==> config.mk <==
export PLATFORM = sky130hd
export DESIGN_NAME = fpu_arbiter_flat
export DESIGN_NICKNAME = d
export VERILOG_FILES = /design/src/rtl/fpu_arbiter_if.sv /design/src/rtl/fpu_arbiter.sv /design/src/flat_wrapper.sv
export SDC_FILE = /design/constraint.sdc
export NUM_CORES = 1
export LEC_CHECK = 0
export BUFFER_PORTS_ARGS = -buffer_cell sky130_fd_sc_hd__buf_2
export CAP_MARGIN = 10
export CELL_PAD_IN_SITES_DETAIL_PLACEMENT = 0
export CELL_PAD_IN_SITES_GLOBAL_PLACEMENT = 1
export CORE_UTILIZATION = 30
export CTS_BUF_LIST = sky130_fd_sc_hd__clkbuf_4
export DETAILED_ROUTE_END_ITERATION = 6
export PLACE_DENSITY_LB_ADDON = 0.1
export SLEW_MARGIN = 20
export SYNTH_ARGS = -nofsm -noshare
export SYNTH_HDL_FRONTEND = slang
export SYNTH_SLANG_ARGS = --single-unit
==> constraint.sdc <==
create_clock -name clk -period 1.54 [get_ports clk]
set_input_delay 0.077 -clock clk [delete_from_list [all_inputs] [get_ports clk]]
set_output_delay 0.077 -clock clk [all_outputs]
set_load 0.005 [all_outputs]
==> src/rtl/fpu_arbiter_if.sv <==
// rtl/fpu_arbiter_if.sv - request/response handshake bundle between two requesters and the fpu arbiter
interface fpu_arbiter_if;
    logic        req0_valid;
    logic        req0_ready;
    logic [31:0] req0_a;
    logic [31:0] req0_b;
    logic [1:0]  req0_op;
    logic        req1_valid;
    logic        req1_ready;
    logic [31:0] req1_a;
    logic [31:0] req1_b;
    logic [1:0]  req1_op;
    logic        resp0_valid;
    logic        resp0_ready;
    logic [31:0] resp0_data;
    logic        resp1_valid;
    logic        resp1_ready;
    logic [31:0] resp1_data;

    // requester side: issues operations, consumes results
    modport master (
        output req0_valid, req0_a, req0_b, req0_op,
        output req1_valid, req1_a, req1_b, req1_op,
        input  req0_ready, req1_ready,
        input  resp0_valid, resp0_data, resp1_valid, resp1_data,
        output resp0_ready, resp1_ready
    );

    // arbiter side: accepts operations, returns results
    modport slave (
        input  req0_valid, req0_a, req0_b, req0_op,
        input  req1_valid, req1_a, req1_b, req1_op,
        output req0_ready, req1_ready,
        output resp0_valid, resp0_data, resp1_valid, resp1_data,
        input  resp0_ready, resp1_ready
    );
endinterface

==> src/rtl/fpu_arbiter.sv <==
// rtl/fpu_arbiter.sv - two-requester round-robin front end for the single-precision fpu
module fpu_arbiter #(
    parameter int FPU_LAT = 1,
    parameter int CNT_W   = 4
) (
    input  logic               clk,
    input  logic               rst_n,
    fpu_arbiter_if.slave       bus,
    output logic [31:0]        fpu_a,
    output logic [31:0]        fpu_b,
    output logic [1:0]         fpu_opcode,
    input  logic [31:0]        fpu_o,
    output logic               busy
);

    typedef enum logic [1:0] {IDLE, WAIT, RESP} state_t;

    localparam logic [CNT_W-1:0] LAT_CNT = CNT_W'(FPU_LAT);

    state_t             state;
    logic               last_grant;
    logic               owner;
    logic [CNT_W-1:0]   cnt;
    logic [31:0]        result;
    logic               grant_valid;
    logic               grant_id;
    logic               handshake;

    // pick the requester for this IDLE cycle; on a tie the one not served last wins
    always_comb begin
        grant_valid = bus.req0_valid | bus.req1_valid;
        grant_id    = 1'b0;
        if (bus.req0_valid && bus.req1_valid) begin
            grant_id = ~last_grant;
        end else if (bus.req1_valid) begin
            grant_id = 1'b1;
        end
    end

    // the granted valid is always high when grant_valid is, so this is valid && ready
    assign handshake      = (state == IDLE) && grant_valid;
    assign bus.req0_ready = (state == IDLE) && grant_valid && !grant_id;
    assign bus.req1_ready = (state == IDLE) && grant_valid &&  grant_id;

    // only the owning port sees the result; the other port reads zero
    assign bus.resp0_valid = (state == RESP) && !owner;
    assign bus.resp1_valid = (state == RESP) &&  owner;
    assign bus.resp0_data  = bus.resp0_valid ? result : 32'h0;
    assign bus.resp1_data  = bus.resp1_valid ? result : 32'h0;
    assign busy            = (state != IDLE);

    // single-operation FSM: latch operands, wait out fpu latency, present result
    always_ff @(posedge clk or negedge rst_n) begin
        if (!rst_n) begin
            state      <= IDLE;
            last_grant <= 1'b1;
            owner      <= 1'b0;
            cnt        <= '0;
            result     <= 32'h0;
            fpu_a      <= 32'h0;
            fpu_b      <= 32'h0;
            fpu_opcode <= 2'b00;
        end else begin
            case (state)
                IDLE: begin
                    if (handshake) begin
                        fpu_a      <= grant_id ? bus.req1_a  : bus.req0_a;
                        fpu_b      <= grant_id ? bus.req1_b  : bus.req0_b;
                        fpu_opcode <= grant_id ? bus.req1_op : bus.req0_op;
                        owner      <= grant_id;
                        last_grant <= grant_id;
                        cnt        <= '0;
                        state      <= WAIT;
                    end
                end
                WAIT: begin
                    if (cnt == LAT_CNT) begin
                        result <= fpu_o;
                        state  <= RESP;
                    end else begin
                        cnt <= cnt + 1'b1;
                    end
                end
                RESP: begin
                    if (owner ? bus.resp1_ready : bus.resp0_ready) begin
                        state <= IDLE;
                    end
                end
                default: state <= IDLE;
            endcase
        end
    end

endmodule

==> src/flat_wrapper.sv <==
// flat-port wrapper written by rule: the top's interface ports become plain ports
module fpu_arbiter_flat 
#(
    parameter int FPU_LAT = 1,
    parameter int CNT_W   = 4
)
  (clk, rst_n, fpu_a, fpu_b, fpu_opcode, fpu_o, busy, bus_req0_valid, bus_req0_a, bus_req0_b, bus_req0_op, bus_req1_valid, bus_req1_a, bus_req1_b, bus_req1_op, bus_req0_ready, bus_req1_ready, bus_resp0_valid, bus_resp0_data, bus_resp1_valid, bus_resp1_data, bus_resp0_ready, bus_resp1_ready);
  fpu_arbiter_if bus_i ();
  input  logic clk;
  input  logic rst_n;
  output logic [31:0] fpu_a;
  output logic [31:0] fpu_b;
  output logic [1:0] fpu_opcode;
  input  logic [31:0] fpu_o;
  output logic busy;
  input wire logic [$bits(bus_i.req0_valid)-1:0] bus_req0_valid;
  input wire logic [$bits(bus_i.req0_a)-1:0] bus_req0_a;
  input wire logic [$bits(bus_i.req0_b)-1:0] bus_req0_b;
  input wire logic [$bits(bus_i.req0_op)-1:0] bus_req0_op;
  input wire logic [$bits(bus_i.req1_valid)-1:0] bus_req1_valid;
  input wire logic [$bits(bus_i.req1_a)-1:0] bus_req1_a;
  input wire logic [$bits(bus_i.req1_b)-1:0] bus_req1_b;
  input wire logic [$bits(bus_i.req1_op)-1:0] bus_req1_op;
  output wire logic [$bits(bus_i.req0_ready)-1:0] bus_req0_ready;
  output wire logic [$bits(bus_i.req1_ready)-1:0] bus_req1_ready;
  output wire logic [$bits(bus_i.resp0_valid)-1:0] bus_resp0_valid;
  output wire logic [$bits(bus_i.resp0_data)-1:0] bus_resp0_data;
  output wire logic [$bits(bus_i.resp1_valid)-1:0] bus_resp1_valid;
  output wire logic [$bits(bus_i.resp1_data)-1:0] bus_resp1_data;
  input wire logic [$bits(bus_i.resp0_ready)-1:0] bus_resp0_ready;
  input wire logic [$bits(bus_i.resp1_ready)-1:0] bus_resp1_ready;
  assign bus_i.req0_valid = bus_req0_valid;
  assign bus_i.req0_a = bus_req0_a;
  assign bus_i.req0_b = bus_req0_b;
  assign bus_i.req0_op = bus_req0_op;
  assign bus_i.req1_valid = bus_req1_valid;
  assign bus_i.req1_a = bus_req1_a;
  assign bus_i.req1_b = bus_req1_b;
  assign bus_i.req1_op = bus_req1_op;
  assign bus_req0_ready = bus_i.req0_ready;
  assign bus_req1_ready = bus_i.req1_ready;
  assign bus_resp0_valid = bus_i.resp0_valid;
  assign bus_resp0_data = bus_i.resp0_data;
  assign bus_resp1_valid = bus_i.resp1_valid;
  assign bus_resp1_data = bus_i.resp1_data;
  assign bus_i.resp0_ready = bus_resp0_ready;
  assign bus_i.resp1_ready = bus_resp1_ready;
  fpu_arbiter #(.FPU_LAT(FPU_LAT), .CNT_W(CNT_W)) u_core (.clk(clk), .rst_n(rst_n), .bus(bus_i), .fpu_a(fpu_a), .fpu_b(fpu_b), .fpu_opcode(fpu_opcode), .fpu_o(fpu_o), .busy(busy));
endmodule
**Word level (Yosys, flattened, before mapping)**

Cells that the tools add are included.

- Word-level logic and storage cells: 48
- Flip-flop bits (word level): 106

- Equal/unequal tests: 7
- Mux-type cells: 15
- Bitwise logic cells: 2
- Add/sub/neg operators: 1
- Reduce and logical (&&, ||, !) cells: 15

Operators by type and width:

| operator | count |
|---|---|
| $mux 32 | 4 |
| $mux 2 | 4 |
| $mux 4 | 2 |
| $pmux 4 s2 | 1 |
| $logic_and 1x1->1 | 6 |
| $pmux 2 s3 | 1 |
| $reduce_and 3->1 | 2 |
| $add 4x1->4 const B | 1 |
| $eq 4x1->1 const B | 1 |
| $ne 2x1->1 const B | 2 |
| $ne 2x2->1 const B | 2 |
| $reduce_and 2->1 | 2 |
| $reduce_bool 2->1 | 2 |
| $mux 1 | 3 |
| $eq 2x1->1 const B | 1 |
| $eq 2x2->1 const B | 1 |
| $logic_not 1->1 | 2 |
| $logic_not 2->1 | 1 |
| $not 1->1 | 1 |
| $or 1x1->1 | 1 |

**Longest topological paths before layout**

- Depth in word-level cells: 4
- Mapped depth: 6
- Mapped depth without buffers: 5

**Least setup slack after synthesis**

Ideal clock, no wire load.

- Kind: register -> register
- Start: register u_core.cnt[0]
- End: register u_core.result[0]
- Data required time: 1,415 ps
- Path buffers: 1
- Stages on the path, launching flop included: 6
- Path slack: -56 ps
- Arrival: 1,471 ps
- Setup time: 125 ps
- Clock period less this slack: 1,596 ps
- Path through: dfrtp_1 -> ha_1 -> nor2b_1 -> nand3b_1 -> buf_2 -> mux2_2

- Longest elaborated chain between the ends: 2

Ends and longest elaborated chain:

| element | line | RTL |
|---|---|---|
| start: declaration | fpu_arbiter.sv:23 | `logic [CNT_W-1:0] cnt;` |
| start signal: assignment | fpu_arbiter.sv:81 | `cnt <= cnt + 1'b1;` |
| $eq 4x1->1 | fpu_arbiter.sv:77 | `if (cnt == LAT_CNT) begin` |
| $reduce_and 2->1 (no line) | n/a |  |
| end signal: assignment | fpu_arbiter.sv:78 | `result <= fpu_o;` |
| end: declaration | fpu_arbiter.sv:24 | `logic [31:0] result;` |

Every way passes these cells.
A chain may end at the register's enable or synchronous reset.

**Worst setup path after layout**

- Start: register u_core.state[0]
- End: output port bus_resp0_data[26]

- Longest elaborated chain between the ends: 3

Ends and longest elaborated chain:

| element | line | RTL |
|---|---|---|
| start: declaration | fpu_arbiter.sv:20 | `state_t state;` |
| start signal: assignment | fpu_arbiter.sv:55 | `state <= IDLE;` |
| start signal: assignment | fpu_arbiter.sv:73 | `state <= WAIT;` |
| start signal: assignment | fpu_arbiter.sv:79 | `state <= RESP;` |
| $eq 2x2->1 | fpu_arbiter.sv:46 | `assign bus.resp0_valid = (state == RESP) && !owner;` |
| $logic_and 1x1->1 | fpu_arbiter.sv:46 |  |
| $mux 32 | fpu_arbiter.sv:48 | `assign bus.resp0_data = bus.resp0_valid ? result : 32'h0;` |
| end: declaration | flat_wrapper.sv:27 | `output wire logic [$bits(bus_i.resp0_data)-1:0] bus_resp0_data;` |

Every way passes these cells.

==> impl_summary.txt <==
----------------------------------------------------
[Outcome]
  Status ... finished with violations
  Violations in the final reports ... negative setup slack

[Synthesis]
  Top post-synthesis cells by count ... 105 x dfrtp_1, 66 x a221o_1, 66 x o21a_1
  Net count after synthesis ... 581
  Yosys Warn Count ... 0
  Proportion of netlist area held by the largest area contributor ... 0.529
  Leading cell types by total area after synthesis ... dfrtp_1 53%, a221o_1 13%, o21a_1 10%
  Part of the Yosys area used for sequential elements ... 0.534
  Synth Area in Compound Gates ... 0.246
  Mapped cell area ... 4970 sq um
  Post-Syn Instances ... slightly above 400
  Number of enable-type register cells in the synthesized netlist ... 0
  Number of synthesized register bits ... 106
  Cell type with the highest aggregate area in the netlist ... dfrtp_1
  Mean instance size in the synthesized netlist ... 12.1 sq um
  Combinational family with the most area after synthesis ... compound AO/OA/AOI/OAI gates
  Area share of xor/xnor cells in the synthesized design ... 0.00176
  Flip-flop cell with the highest count after synthesis ... dfrtp_1
  Area share of fa/ha/maj cells after synthesis ... 0.00504
  Share of cell area taken by muxes after synthesis ... 0.0766
  Synth cell types ... 30
  Async set-or-reset flop fraction in the synthesized netlist ... 1.00
  Most frequently used cell type in the post-synthesis netlist ... dfrtp_1
  Simple-gate share of the synthesized area ... 0.0982

[Layout]
  Share of layout cells above drive strength 1 ... 0.469
  Final Net Count ... roughly 1100
  Layout Area Growth over Synthesis ... 86.9%
  Filler Cells Inserted ... 1367
  Post-route cell area ... 9280 sq um
  Core utilization of the finished layout ... 0.580

[Placement]
  Worst-case setup slack after placement ... -6.60 ps
  Placed cell area ... 6920 sq um
  Placer Congestion ... 0.758
  Number of input and output port buffers inserted ... ~300
  Placed wire-length estimate ... around 11 mm

[Global routing]
  Antenna violations before repair ... 1
  Wire length of the first global-routing pass ... 27.3 mm
  GRT Util Overall ... 0.209
  Vias in the first global route ... about 5500
  Total congestion overflow after global routing ... 0
  Largest net degree at the start of global routing ... 107

[Clock network]
  Number of sinks handled by clock tree synthesis ... 106
  Number of buffers inserted during clock tree synthesis ... 9
  H-tree depth reported by CTS ... 3
  Buffer depth of the longest clock path ... 2
  Later-pin clock latency in the skew report ... approximately 460 ps
  Clock root buffer master ... clkbuf_4
  CTS tree ... yes
  Clock input transition at the sequential cells of the worst setup and hold paths ... roughly 130 ps

[Timing]
  Number of hold-slack violations in the final timing report ... 0
  Fmax ... 0.559 GHz
  Final setup violating endpoints ... between 150 and 200
  Crit path time final ... 1790 ps
  Slew Viols, Final ... 0
  Worst slew pin tran ... ~600 ps
  Setup clock skew after layout ... 27.8 ps
  Max transition margin ... 0.604
  Setup repair after global routing missed its margin ... yes
  Final cycle utilization of the critical path ... 1.16
  Final worst setup slack ... -249 ps

[Setup path]
  Data arrival, critical path ... between 1500 and 2000 ps
  Data required time at the worst endpoint ... 1460 ps
  Worst flop-to-flop path endpoint ... u_core.fpu_b[31]
  Beginning of the worst register-to-register path ... u_core.state[0]
  Crit path kind ... flop to primary output
  Startpoint class of the critical path ... flop
  Worst reg2reg path depth ... 8
  Crit path max fanout ... 8
  Minimum setup slack among reg-to-reg paths ... -190 ps
  Kind of capture point of the worst setup path ... primary output

[Routing]
  DRC violation count after routing ... 0
  Remaining antenna violation count ... 0
  Number of DRC violations after detailed-routing iteration 0 ... 141
  First-pass iteration count of the detailed router ... 4
  Vias after detailed routing ... 5360
  Number of vias per cell ... 4.76
  Total Wirelength ... roughly 19 mm
  Wirelength per Cell ... 16.6 um

[Hold path]
  Launch point of the worst hold path ... bus_req0_valid
  Min-Delay Path Depth ... 3
  Type of the most critical hold path ... primary input to flop
  Hold EP ... u_core.state[0]

[Floorplan]
  Core area ... 16000 sq um
  Initial core utilization ... 0.310
  Number of ports placed on the die boundary ... 305
  Floorplan row count ... 46
  X dimension of the die ... 131 um
  Die Y-Extent ... 131 um
  Area of the die ... approximately 17000 sq um

[Power]
  Peak supply drop ... 0.627 mV
  Power per cell area ... 1450 nW/um^2
  Power, Total ... between 10 and 15 mW
  Cell leakage power ... 4.62 nW

[Flow run]
  Max Cap Viol ... 0

----------------------------------------------------
-- metal layers --
metal	GRT usage	wire, um	vias to the layer above
met3	0.0371	969	34
li1	-	-	2518
met4	0.0940	459	0
met5	0	0	-
met1	0.233	7180	2598
met2	0.387	10100	210
-- worst max path at each step --
| stage | to | start | slack [ps] | cells past startpoint |
|---|---|---|---|---|
| 2_1_floorplan | u_core.result[0] | u_core.cnt[0] | -20 | 5 |
| 3_3_place_gp | u_core.result[31] | u_core.cnt[0] | 30 | 5 |
| 3_5_place_dp | u_core.fpu_b[6] | u_core.state[1] | -7 | 5 |
| 4_1_cts | bus_resp1_data[27] | u_core.state[0] | -290 | 5 |
| 5_1_grt | bus_resp0_data[6] | u_core.state[0] | -390 | 6 |
| 6_report | bus_resp0_data[26] | u_core.state[0] | -250 | 6 |
-- state kept, by name (all words and copies together) (netlist names) --
signal / flops
u_core.result: 32
u_core.fpu_a: 32
u_core.state: 2
u_core.fpu_b: 32
u_core.owner: 1
u_core.cnt: 4
u_core.last_grant: 1
u_core.fpu_opcode: 2
-- stage by stage --
stage                     cells  hold slack (ps)  TNS (ps)
final                      1126             82.9    -25510
after global routing       1125             87.1    -41010
after CTS                  1106             28.2    -18760
after detailed placement    912              200     -11.4
after global placement      912              205         0
after floorplan             409             -219      -495
-- worst max-delay path, stage by stage, from the launching register on --
cell       delay [ps]
dfrtp_1           420
buf_6             130
nor3b_4           190
buf_6             150
clkbuf_16         150
and2_4            140
buf_6              80
-- logic make-up (layout without fill, tap and decap cells) --
kind of cell / after synthesis / count (layout)
xor gates and xnor gates: 1 / 1
and+or+nand+nor: 79 / 79
adders and majority gates: 2 / 2
AOI/OAI and AO/OA: 142 / 142
other: 0 / 2
DFF: 106 / 106
buffers and inverters: 45 / 544
muxes: 34 / 34
-- layout by cell type, fill, tap and decap left out, types with 3 or more instances in the layout --
master | synthesis | final
and2_4 | 0 | 11
inv_1 | 4 | 4
o21a_1 | 66 | 66
dfrtp_1 | 105 | 105
buf_12 | 0 | 13
buf_4 | 1 | 23
a21o_1 | 3 | 3
and2_1 | 64 | 53
clkbuf_4 | 0 | 9
a221o_1 | 66 | 66
buf_16 | 0 | 4
mux2_2 | 32 | 30
buf_2 | 12 | 290
buf_6 | 0 | 22
clkinv_2 | 0 | 3
dlygate4sd3_1 | 0 | 167
-- where the power goes --
group	total [mW]	leakage [nW]	internal, mW	switching, mW
Sequential	5.01	1.29	4.16	0.847
Combinational	7.07	3.26	4.26	2.82
Clock	1.41	0.0706	0.478	0.928
-- area by class of cell --
cell class | count | area [sq um] | share of cell area
clock buffer | 9 | 67.6 | 0.00728
inverter | 5 | 18.8 | 0.00202
tap | 216 | 270 | 0.0291
multi-input combinational | 258 | 2210 | 0.238
timing repair buffer | 523 | 3990 | 0.430
clock inverter | 7 | 60.1 | 0.00647
antenna | 2 | 5.00 | 0.000539
sequential | 106 | 2650 | 0.286
-- what timing repair did --
action | 4_1_cts | 5_1_grt
buffers inserted | 6 | 15
pin swaps | 2 | 7
hold endpoints to repair | 204 | 0
endpoints found under the setup margin | 98 | 165
gates resized for setup | 25 | 35
cloned | 5 | 4
hold buffers | 167 | 0
(Power assumes the default switching activity.)
